$ cat src/rtl/any1_inst_queue.sv
// Fetch-to-decode instruction queue: extracts the 32-bit word addressed by ip from
// a fetch line and buffers {ip, pip, predict_taken, ir, misalign} in a DEPTH-entry FIFO.
module any1_inst_queue #(
  parameter int DEPTH = 8,
  parameter int CNTW  = $clog2(DEPTH) + 1
) (
  input  logic            clk_i,
  input  logic            rst_ni,
  input  logic            flush_i,
  input  logic            in_valid_i,
  output logic            in_ready_o,
  input  logic [576:0]    in_i,
  output logic            out_valid_o,
  input  logic            out_ready_i,
  output logic [96:0]     out_o,
  output logic            out_misalign_o,
  output logic [CNTW-1:0] count_o
);

  localparam int              PW       = $clog2(DEPTH);
  localparam logic [31:0]     NOP_INSN = 32'h3F3F3F3F;
  localparam logic [CNTW-1:0] FULL     = CNTW'(DEPTH);

  // Select the addressed word; a misaligned ip yields a NOP so decode never sees a torn word.
  function automatic logic [31:0] extract_ir(input logic [31:0] ip, input logic [511:0] line);
    logic [8:0] base;
    base = {ip[5:2], 5'd0};
    if (ip[1:0] != 2'b00) extract_ir = NOP_INSN;
    else                  extract_ir = line[base +: 32];
  endfunction

  logic [31:0]     w_ip;
  logic [31:0]     w_pip;
  logic            w_pt;
  logic [511:0]    w_line;
  logic [31:0]     w_ir;
  logic            w_misalign;
  logic [97:0]     w_entry;
  logic            w_in_ready;
  logic            w_out_valid;
  logic            w_enq;
  logic            w_deq;
  logic [97:0]     w_head;

  logic [97:0]     r_mem [DEPTH];
  logic [PW-1:0]   r_wptr;
  logic [PW-1:0]   r_rptr;
  logic [CNTW-1:0] r_count;

  assign w_ip       = in_i[576:545];
  assign w_pip      = in_i[544:513];
  assign w_pt       = in_i[512];
  assign w_line     = in_i[511:0];
  assign w_ir       = extract_ir(w_ip, w_line);
  assign w_misalign = (w_ip[1:0] != 2'b00);
  assign w_entry    = {w_ip, w_pip, w_pt, w_ir, w_misalign};

  // Full/empty come from the occupancy count; pointer equality is ambiguous.
  assign w_in_ready  = (r_count != FULL);
  assign w_out_valid = (r_count != '0);
  assign w_enq       = in_valid_i & w_in_ready & ~flush_i;
  assign w_deq       = w_out_valid & out_ready_i & ~flush_i;

  always_ff @(posedge clk_i) begin
    if (!rst_ni) begin
      r_wptr  <= '0;
      r_rptr  <= '0;
      r_count <= '0;
    end else if (flush_i) begin
      r_wptr  <= '0;
      r_rptr  <= '0;
      r_count <= '0;
    end else begin
      if (w_enq) r_wptr <= r_wptr + PW'(1);
      if (w_deq) r_rptr <= r_rptr + PW'(1);
      case ({w_enq, w_deq})
        2'b10:   r_count <= r_count + CNTW'(1);
        2'b01:   r_count <= r_count - CNTW'(1);
        default: r_count <= r_count;
      endcase
    end
  end

  // Storage is data only; stale contents are masked by the count.
  always_ff @(posedge clk_i) begin
    if (w_enq && rst_ni) r_mem[r_wptr] <= w_entry;
  end

  assign w_head = r_mem[r_rptr];

  assign in_ready_o     = w_in_ready;
  assign out_valid_o    = w_out_valid;
  assign out_o          = w_out_valid ? w_head[97:1] : {65'd0, NOP_INSN};
  assign out_misalign_o = w_out_valid & w_head[0];
  assign count_o        = r_count;

endmodule
$ cat config.mk
export PLATFORM = sky130hd
export DESIGN_NAME = any1_inst_queue
export DESIGN_NICKNAME = d
export VERILOG_FILES = /design/src/rtl/any1_inst_queue.sv
export SDC_FILE = /design/constraint.sdc
export NUM_CORES = 1
export LEC_CHECK = 0
export BUFFER_PORTS_ARGS = -buffer_cell sky130_fd_sc_hd__buf_4
export CAP_MARGIN = 20
export CELL_PAD_IN_SITES_DETAIL_PLACEMENT = 1
export CELL_PAD_IN_SITES_GLOBAL_PLACEMENT = 1
export CORE_MARGIN = 8
export CORE_UTILIZATION = 43
export DETAILED_ROUTE_END_ITERATION = 8
export PLACE_DENSITY_LB_ADDON = 0.1
export SYNTH_ARGS = -nofsm -noshare
export SYNTH_HDL_FRONTEND = slang
export SYNTH_SLANG_ARGS = --single-unit
$ cat constraint.sdc
create_clock -name clk_i -period 8.4 [get_ports clk_i]
set_input_delay 0.84 -clock clk_i [delete_from_list [all_inputs] [get_ports clk_i]]
set_output_delay 0.84 -clock clk_i [all_outputs]
set_load 0.05 [all_outputs]
==> results of run 1 <==
## routing by layer
layer  GRT usage  share of wire
met3      0.0458          0.049
met1       0.311           0.39
met2       0.454           0.53
met5           0        0.00011
met4      0.0759          0.024
## power by group through the flow
stage	clock (W)	combinational, W	sequential, W
6_report	0.00335	0.000682	0.00440
4_1_cts	0.00342	0.000687	0.00440
3_3_place_gp	0	0.000669	0.00448
5_1_grt	0.00354	0.000718	0.00440
2_1_floorplan	0	0.000304	0.00449
3_5_place_dp	0	0.000685	0.00449
## logic make-up (layout without fill, tap and decap cells)
group	after synthesis	after routing	share of synthesized area
flip-flops	797	797	0.695
multiplexers	447	447	0.240
AND/OR/NAND/NOR	183	183	0.0233
buffers and inverters	117	865	0.0185
AO/OA/AOI/OAI	96	96	0.0199
XOR/XNOR	7	7	0.00179
adder cells (fa/ha/maj)	5	5	0.00183
other	0	13	0
## synth_stat cells (2+ instances only)
master | number | share of area
buf_2 | 48 | 0.0070
a22oi_1 | 40 | 0.0088
nor3b_2 | 2 | 0.00073
ha_1 | 5 | 0.0018
buf_4 | 11 | 0.0024
nor3_1 | 2 | 0.00029
mux4_2 | 300 | 0.20
dfxtp_1 | 13 | 0.0076
or3_1 | 2 | 0.00037
buf_1 | 8 | 0.00088
xor2_1 | 6 | 0.0015
clkbuf_2 | 2 | 0.00029
buf_6 | 12 | 0.0039
clkbuf_1 | 34 | 0.0037
nor2b_1 | 2 | 0.00037
o221ai_1 | 24 | 0.0061
nand2b_1 | 4 | 0.00073
nor3_2 | 2 | 0.00058
edfxtp_1 | 784 | 0.69
a21oi_1 | 28 | 0.0041
nand3_1 | 3 | 0.00044
mux2i_1 | 147 | 0.043
nand2_1 | 63 | 0.0069
nor2_1 | 90 | 0.0099
## state kept, by name, summed over array words and instances, names as in the netlist, named ones only
name	cells
r_wptr	3
count_o	4
r_mem	784
r_rptr	3
## metrics by stage
stage | std cells | utilization | power [W]
after floorplan | 1652 | - | 0.00479
after global placement | 3307 | 0.512 | 0.00515
after detailed placement | 3307 | 0.512 | 0.00517
after CTS | 3450 | 0.543 | 0.00851
after global routing | 3461 | 0.544 | 0.00866
final | 3463 | 0.544 | 0.00843
## layout make-up
type,count,area [µm²],area share
flip-flops and latches,797,23800,0.554
multi-input cells,738,9910,0.231
repair buffers,720,5440,0.127
clock buffers,97,2100,0.0488
well taps,1050,1310,0.0306
clock inverters,46,352,0.00818
diodes,13,32.5,0.000757
inverters,2,7.51,0.000175
## worst max-delay path, cell delays in order, from the launching register on
cell and delay, ns:
dfxtp_4 0.76, buf_4 0.85, mux4_2 0.61, mux2i_1 0.16
nand2_1 0.18, buf_4 0.29
## path summary, 6_finish.rpt
kind / cells after the start / startpoint / end / slack (ns)
setup / recovery: 5 / register / out_o[8] / 4.04
hold / removal: 1 / in_i[542] / r_mem[7][63]$_DFFE_PP_ / 0.46
setup reg to reg: 5 / count_o[0]$_SDFFE_PP0P_ / r_mem[0][19]$_DFFE_PP_ / 4.86
hold reg to reg: 2 / r_rptr[1]$_SDFFE_PP0P_ / register / 0.49
==> metrics.md, run 1 <==
| Metric | Value |
|---|---|
| Clk buf depth | 3 |
| Critical path endpoint category | primary output |
| Final instance area | 43000 µm² |
| Clk_lat worst skew | 0.61 ns |
| Vias/cell | 5.68 |
| # resized after CTS | 0 |
| Final Hold Slack | 0.463 ns |
| Max-cap violation count | 0 |
| Yosys warnings | 0 |
| GP Congestion | 0.973 |
| CTS tree | done |
| Initial Util | 0.434 |
| RSZ-0062 raised after global routing | false |
| Setup WS post-layout | 4.04 ns |
| Number of post-CTS setup repair buffers | 0 |
| Most frequent cells in the layout | 784 x edfxtp_1, 716 x buf_4, 300 x mux4_2 |
| Root buf cell | clkbuf_16 |
| Layout cells sized above 1 | 0.480 |
| VDD IR max | 0.160 mV |
| Post-DP HPWL | 82.6 mm |
| Routed vias | 19.7k |
| Main synth FF type | edfxtp_1 |
| Largest net degree at the start of global routing | 161 |
| Required time of the critical path | 7.56 ns |
| Final critical-path required period | 4.36 ns |
| DR iter-0 viols | 1365 |
| Post-Syn Area | 34300 µm² |
| Post-synth EDFFs | 784 |
| Synthesis-to-layout area growth | 25.4% |
| CTS buffer count | 77 |
| Total Routed Length | 116 mm |
| GRT Residual Overflow | 0 |
| Clock Skew | 0.0206 ns |
| Initial antenna violation count | 32 |
| Pwr Density | 196 nW/µm² |
| Die width | 298 µm |
| Clock Sink Count | 797 |
| Mean Syn Cell Area | 20.7 µm² |
| Commonest non-fill, non-tap cell in the layout | edfxtp_1 |
| Port bufs | 685 |
| Die H | 298 µm |
| Flops & latches, synth | 797 |
| Fill count | 7147 |
| Row cnt | 103 |
| Combinational share of power | 0.081 |
| Final nets | 2923 |
| Final setup TNS | 0 ns |
| Post-CTS Hold Buffers | 0 |
| DRC errors left | 0 |
| CTS H-tree depth | 3 |
| Critical Path Fanout Max | 48 |
| Status | finished, final reports clean |
| Cell count after synthesis | 1652 |
| Worst-path clk slew | 0.07 ns |
| Worst min-delay path class | in2reg |
| First-pass GRT wire length | 163 mm |
| Core area | 79000 µm² |
| Switch Pwr | 0.00180 W |
| DR pass1 iterations | 5 |
| CP arrival | 3.52 ns |
| Synth async-reset ratio | 0 |
| Max Clk Rate | 229 MHz |
| Int Pwr | 0.00663 W |
| Leakage | 14.5 nW |
| Tcrit/Tclk final | 0.519 |
| DRT antenna net count | 0 |
| Die area | 89000 µm² |
| Seq/Total Area, Yosys | 0.695 |
| Setup WS pre-CTS | 4.35 ns |
| Final Setup Violations | 0 |
| WL/cell | 33.5 µm |
| Share of total power in sequential cells | 0.522 |
| Post-synthesis cell type count | 44 |
| Synthesized Nets | 2239 |
| Cell Area, Placed | 40500 µm² |
| Worst setup path category | reg2out |
| Max Slew Vio Count | 0 |
| GRT Total Usage | 0.253 |
| Worst slew pin tran | 1.05 ns |
| Boundary pin count | 686 |
| Switch share | 0.213 |
| Startpoint types | register |
| Worst slew margin | 0.296 |
| Vias in the first global route | 21.5k |
| Clk pwr share | 0.397 |
| Fin. Hold Viols | 0 |
(Power assumes the default switching activity.)
==> run 2, diff against run 1 <==
- CORE_UTILIZATION: 43 -> 47
- clock period: 8.4 -> 4.5 ns (I/O delays scaled with it)
==> metrics.md, run 2 (synthesis gave the netlist of run 1 again) <==
| Metric | Value |
|---|---|
| Status | finished, final reports clean |
| DR iter-0 viols | 1707 |
| Worst slew pin tran | 1.07 ns |
| Most frequent cells in the layout | 784 x edfxtp_1, 714 x buf_4, 300 x mux4_2 |
| Min-delay src | in_i[557] |
| VDD IR max | 0.295 mV |
| Pwr Total | 0.0161 W |
| Total Routed Length | 120 mm |
| Clk_lat worst skew | 0.61 ns |
| Commonest non-fill, non-tap cell in the layout | edfxtp_1 |
| Boundary pin count | 686 |
| Clk buf depth | 3 |
| Clock Skew | 0.0228 ns |
| Max Clk Rate | 278 MHz |
| Port bufs | 685 |
| CTS H-tree depth | 3 |
| CTS tree | done |
| Fin. Hold Viols | 0 |
| Routed vias | 20.3k |
| Vias in the first global route | 21.7k |
| Initial antenna violation count | 43 |
| DRT antenna net count | 0 |
| RSZ-0062 raised after global routing | false |
| Leakage | 14.7 nW |
| Worst reg2reg endpoint | count_o[3]$_SDFFE_PP0P_ |
| Largest register FFs | 784 |
| Critical Path Fanout Max | 52 |
| Layout cells sized above 1 | 0.486 |
| Final setup TNS | 0 ns |
| Finished Core Util | 0.596 |
| R2r startpoint | count_o[3]$_SDFFE_PP0P_ |
| CP arrival | 3.15 ns |
| Critical path endpoint category | primary output |
| GRT Total Usage | 0.287 |
| Largest net degree at the start of global routing | 104 |
| R2r setup slk | 1.48 ns |
| Worst slew margin | 0.287 |
| Post-DP HPWL | 85.6 mm |
| DR pass1 iterations | 5 |
| WHS Endpoint | r_mem[2][78]$_DFFE_PP_ |
| Worst hold path cell count | 1 |
| R2r worst-path depth | 9 |
| Clock Sink Count | 797 |
| Startpoint types | register |
| Core area | 72600 µm² |
| Root buf cell | clkbuf_16 |
| Die width | 286 µm |
| WL/cell | 35.4 µm |
| Initial Util | 0.472 |
| Worst setup path category | reg2out |
| # resized after CTS | 0 |
| CTS buffer count | 80 |
| Final nets | 2936 |
| Max Slew Vio Count | 0 |
| Post-CTS Hold Buffers | 0 |
| Synthesis-to-layout area growth | 26.2% |
| Die H | 286 µm |
| Required time of the critical path | 4.05 ns |
| First-pass GRT wire length | 168 mm |
| Worst min-delay path class | in2reg |
| Tcrit/Tclk final | 0.800 |
| DRC errors left | 0 |
| Number of post-CTS setup repair buffers | 0 |
| Setup WS pre-CTS | 1.49 ns |
| Setup WS post-layout | 0.898 ns |
| Row cnt | 99 |
| Max-cap violation count | 0 |
| Most flops, register | r_mem |
| Vias/cell | 5.98 |
| Pwr Density | 372 nW/µm² |
| GP Congestion | 0.960 |
| Final critical-path required period | 3.60 ns |
| Final Setup Violations | 0 |
| GRT Residual Overflow | 0 |
| Final Hold Slack | 0.0557 ns |
| Die area | 81800 µm² |
| Worst-path clk slew | 0.06 ns |
run 2: cell count changes in the layout (fill, tap and decap cells not counted), moves of 2 or more:
cell,delta
buf_12,+11
buf_4,-2
bufinv_16,+4
clkbuf_1,-2
clkinv_1,-4
clkinv_2,+3
clkinvlp_4,-2
dfxtp_1,-3
dfxtp_2,+3
diode_2,+8
run 2: final cells by class:
cell class                      count  area, µm²
Antenna cell                       21       52.6
Clock buffer                       94       2080
Clock inverter                     50        508
Fill cell                        6402      29400
Inverter                            2       7.51
Multi-Input combinational cell    738       9910
Sequential cell                   797      23800
Tap cell                          959       1200
Timing Repair Buffer              730       5660
run 2: critical path, stage by stage, from the launching register on:
cell and delay, ns:
dfxtp_4 0.76, buf_12 0.43, mux4_2 0.56, mux2i_1 0.38
nor2_1 0.11, buf_4 0.24
run 2: worst max path at each step:
stage / slack (ns) / endpoint / depth (start not counted) / startpoint
final: 0.90 / out_o[87] / 5 / register
after global routing: 0.73 / out_o[11] / 5 / register
after CTS: 0.79 / out_o[11] / 5 / register
after detailed placement: 1.49 / out_o[11] / 5 / register
after global placement: 1.49 / out_o[35] / 5 / register
after floorplan: -0.16 / r_mem[6][0]$_DFFE_PP_ / 5 / count_o[3]$_SDFFE_PP0P_
run 2: per-layer routing:
metal,track usage,wire [µm]
met1,0.356,45300
met2,0.508,64100
met3,0.0533,7690
met4,0.0908,3050
met5,0,8
run 2: power by group:
| part | internal [W] | total, W | switching (W) |
|---|---|---|---|
| logic | 0.000637 | 0.00130 | 0.000664 |
| clock network | 0.00378 | 0.00657 | 0.00278 |
| registers | 0.00820 | 0.00822 | 0.0000144 |
run 2: metrics by stage:
stage          instances  area (µm²)
6_report            3391       43200
5_1_grt             3389       43200
4_1_cts             3370       43200
3_5_place_dp        3226       40600
3_3_place_gp        3225       40600
2_1_floorplan       1652       34300
==> run 3, diff against run 2 <==
- ABC_AREA: unset -> 1
- CORE_UTILIZATION: 47 -> 43
- clock period: 4.5 -> 3.5 ns (I/O delays scaled with it)
==> metrics.md, run 3 <==
| Metric | Value |
|---|---|
| Worst-path clk slew | 0.06 ns |
| Main synth FF type | edfxtp_1 |
| Cell accounting for the most synthesized area | edfxtp_1 |
| First-pass GRT wire length | 221 mm |
| GRT Residual Overflow | 0 |
| Most flops, register | r_mem |
| Clock Sink Count | 797 |
| Commonest non-fill, non-tap cell in the layout | nor2_1 |
| Min-delay src | flush_i |
| CP arrival | 3.01 ns |
| Initial antenna violation count | 15 |
| Post-DP HPWL | 107 mm |
| Post-synthesis cell type count | 25 |
| WHS Endpoint | r_wptr[2]$_SDFFE_PP0P_ |
| Post-Syn Area | 36600 µm² |
| Cell Chain, Critical Path | clkinv_8, buf_4, nand2_1, nand3_1, nand3_1, nand3_1, buf_4 |
| R2r worst-path depth | 7 |
| Leakage | 18.0 nW |
| Peak per-stage delay on the critical path | 0.51 ns |
| DRT antenna net count | 0 |
| Tcrit/Tclk final | 0.959 |
| Mean Syn Cell Area | 9.99 µm² |
| VDD IR max | 0.312 mV |
| Top delay family on crit path | buffers and inverters |
| Synthesis-to-layout area growth | 27.6% |
| Worst slew margin | 0.448 |
| Cell Area, Placed | 43400 µm² |
| Finished Core Util | 0.551 |
| Flops & latches, synth | 797 |
| Root buf cell | clkbuf_16 |
| Routed vias | 31.1k |
| Vias in the first global route | 32.8k |
| Row cnt | 107 |
| Startpoint types | register |
| Setup WS post-layout | 0.144 ns |
| DRC errors left | 0 |
| CTS buffer count | 84 |
| Total Routed Length | 154 mm |
| Final critical-path required period | 3.36 ns |
| Pwr Density | 469 nW/µm² |
| Die H | 308 µm |
| Yosys warnings | 0 |
| Required time of the critical path | 3.15 ns |
| Crit path max-delay cell type | dfxtp_4 |
| CP most frequent cell | nand3_1 |
| R2r startpoint | count_o[1]$_SDFFE_PP0P_ |
| Max Clk Rate | 298 MHz |
| Share of the synthesized area in the top cell type | 0.643 |
| RSZ-0062 raised after global routing | false |
| Core area | 84700 µm² |
| Max-cap violation count | 0 |
| Die width | 308 µm |
| Worst slew pin tran | 0.820 ns |
| Most frequent cells in the layout | 787 x nor2_1, 784 x edfxtp_1, 749 x buf_4 |
| Vias/cell | 5.58 |
| R2r setup slk | 0.92 ns |
| Clock Skew | 0.0268 ns |
| Seq/Total Area, Yosys | 0.650 |
| Initial Util | 0.432 |
| Port bufs | 685 |
| DR iter-0 viols | 2576 |
| Die area | 94800 µm² |
| CTS tree | done |
| Boundary pin count | 686 |
| Largest cells by area after synthesis | edfxtp_1 64%, nor2_1 8.2%, nand2_1 6.3% |
| Post-synth EDFFs | 784 |
| Synth async-reset ratio | 0 |
| Worst reg2reg endpoint | r_mem[7][84]$_DFFE_PP_ |
| Max Slew Vio Count | 0 |
| Buf+Inv Stages, Crit Path | 3 |
| Cell count after synthesis | 3668 |
| Final Setup Violations | 0 |
| Synth cell count leaders | 796 x nor2_1, 784 x edfxtp_1, 614 x nand2_1, 424 x nand3_1, 364 x o21ai_0 |
| Clk_lat worst skew | 0.63 ns |
| Worst hold path cell count | 4 |
| CTS H-tree depth | 3 |
| DR pass1 iterations | 7 |
| GP Congestion | 0.967 |
| Largest register FFs | 784 |
| GRT Total Usage | 0.316 |
| Fin. Hold Viols | 0 |
| Setup WS pre-CTS | 0.624 ns |
| Final instance area | 46700 µm² |
| Synthesized Nets | 4255 |
| Critical Path Fanout Max | 118 |
| Count leader, synth | nor2_1 |
| Worst min-delay path class | in2reg |
| Final setup TNS | 0 ns |
| Critical path endpoint category | primary output |
| Layout cells sized above 1 | 0.214 |
| Worst setup path category | reg2out |
| Status | finished, final reports clean |
| Largest net degree at the start of global routing | 133 |
| Clk buf depth | 3 |
| Final Hold Slack | 0.0607 ns |
| WL/cell | 27.6 µm |
| Final nets | 4929 |
run 3: metrics by stage:
step,instances,power (W)
final,5566,0.0219
after global routing,5558,0.0225
after CTS,5554,0.0220
after detailed placement,5339,0.0133
after global placement,5339,0.0132
after floorplan,3668,0.0119
run 3: cell type report:
class	count	area (µm²)
antenna	12	30.0
clock buffer	104	2230
clock inverter	50	472
fill	9449	38000
inverter	127	502
multi-input combinational	2478	11100
sequential	797	23800
tap	1144	1430
timing repair buffer	854	7090
run 3: worst max-delay path by stage:
stage / from / end / depth (start not counted)
2_1_floorplan: count_o[2]$_SDFFE_PP0P_ / r_mem[1][0]$_DFFE_PP_ / 6
3_3_place_gp: in_i[547] / r_mem[6][1]$_DFFE_PP_ / 7
3_5_place_dp: flush_i / r_mem[6][92]$_DFFE_PP_ / 7
4_1_cts: register / out_o[67] / 7
5_1_grt: register / out_o[47] / 8
6_report: register / out_o[1] / 7
run 3: power breakdown:
part / internal (W) / switching, W
clock network: 0.00495 / 0.00382
registers: 0.0105 / 0.0000198
logic: 0.000926 / 0.00165
total: 0.0164 / 0.00549
run 3: repair_timing:
item,in CTS,in global routing
resized for setup,0,3
hold buffers,61,0
endpoints found under the setup margin,0,7
endpoints found under the hold margin,488,0
buffers inserted,0,0
run 3: cell families (layout without fill, tap and decap cells):
logic type | count (synthesis) | after routing | share of synthesized area
AND/OR/NAND/NOR | 1837 | 1837 | 0.203
flip-flops | 797 | 797 | 0.650
AO/OA/AOI/OAI | 632 | 632 | 0.0965
buffers and inverters | 393 | 1135 | 0.0479
adder cells (fa/ha/maj) | 5 | 5 | 0.00171
XOR/XNOR | 4 | 4 | 0.000957
other | 0 | 12 | 0
run 3: routing by layer:
layer,wire length [µm],up-vias,global-route usage
li1,-,14133,-
met3,9720,251,0.0553
met1,57100,15528,0.366
met2,78300,1154,0.559
met5,33,-,0
met4,8590,6,0.161
run 3: worst register-to-register path: cells and delay by family (launching register included):
family / cells / cell delay [ns]
buffers and inverters: 2 / 0.45
DFF: 1 / 0.37
and+or+nand+nor: 5 / 1.42
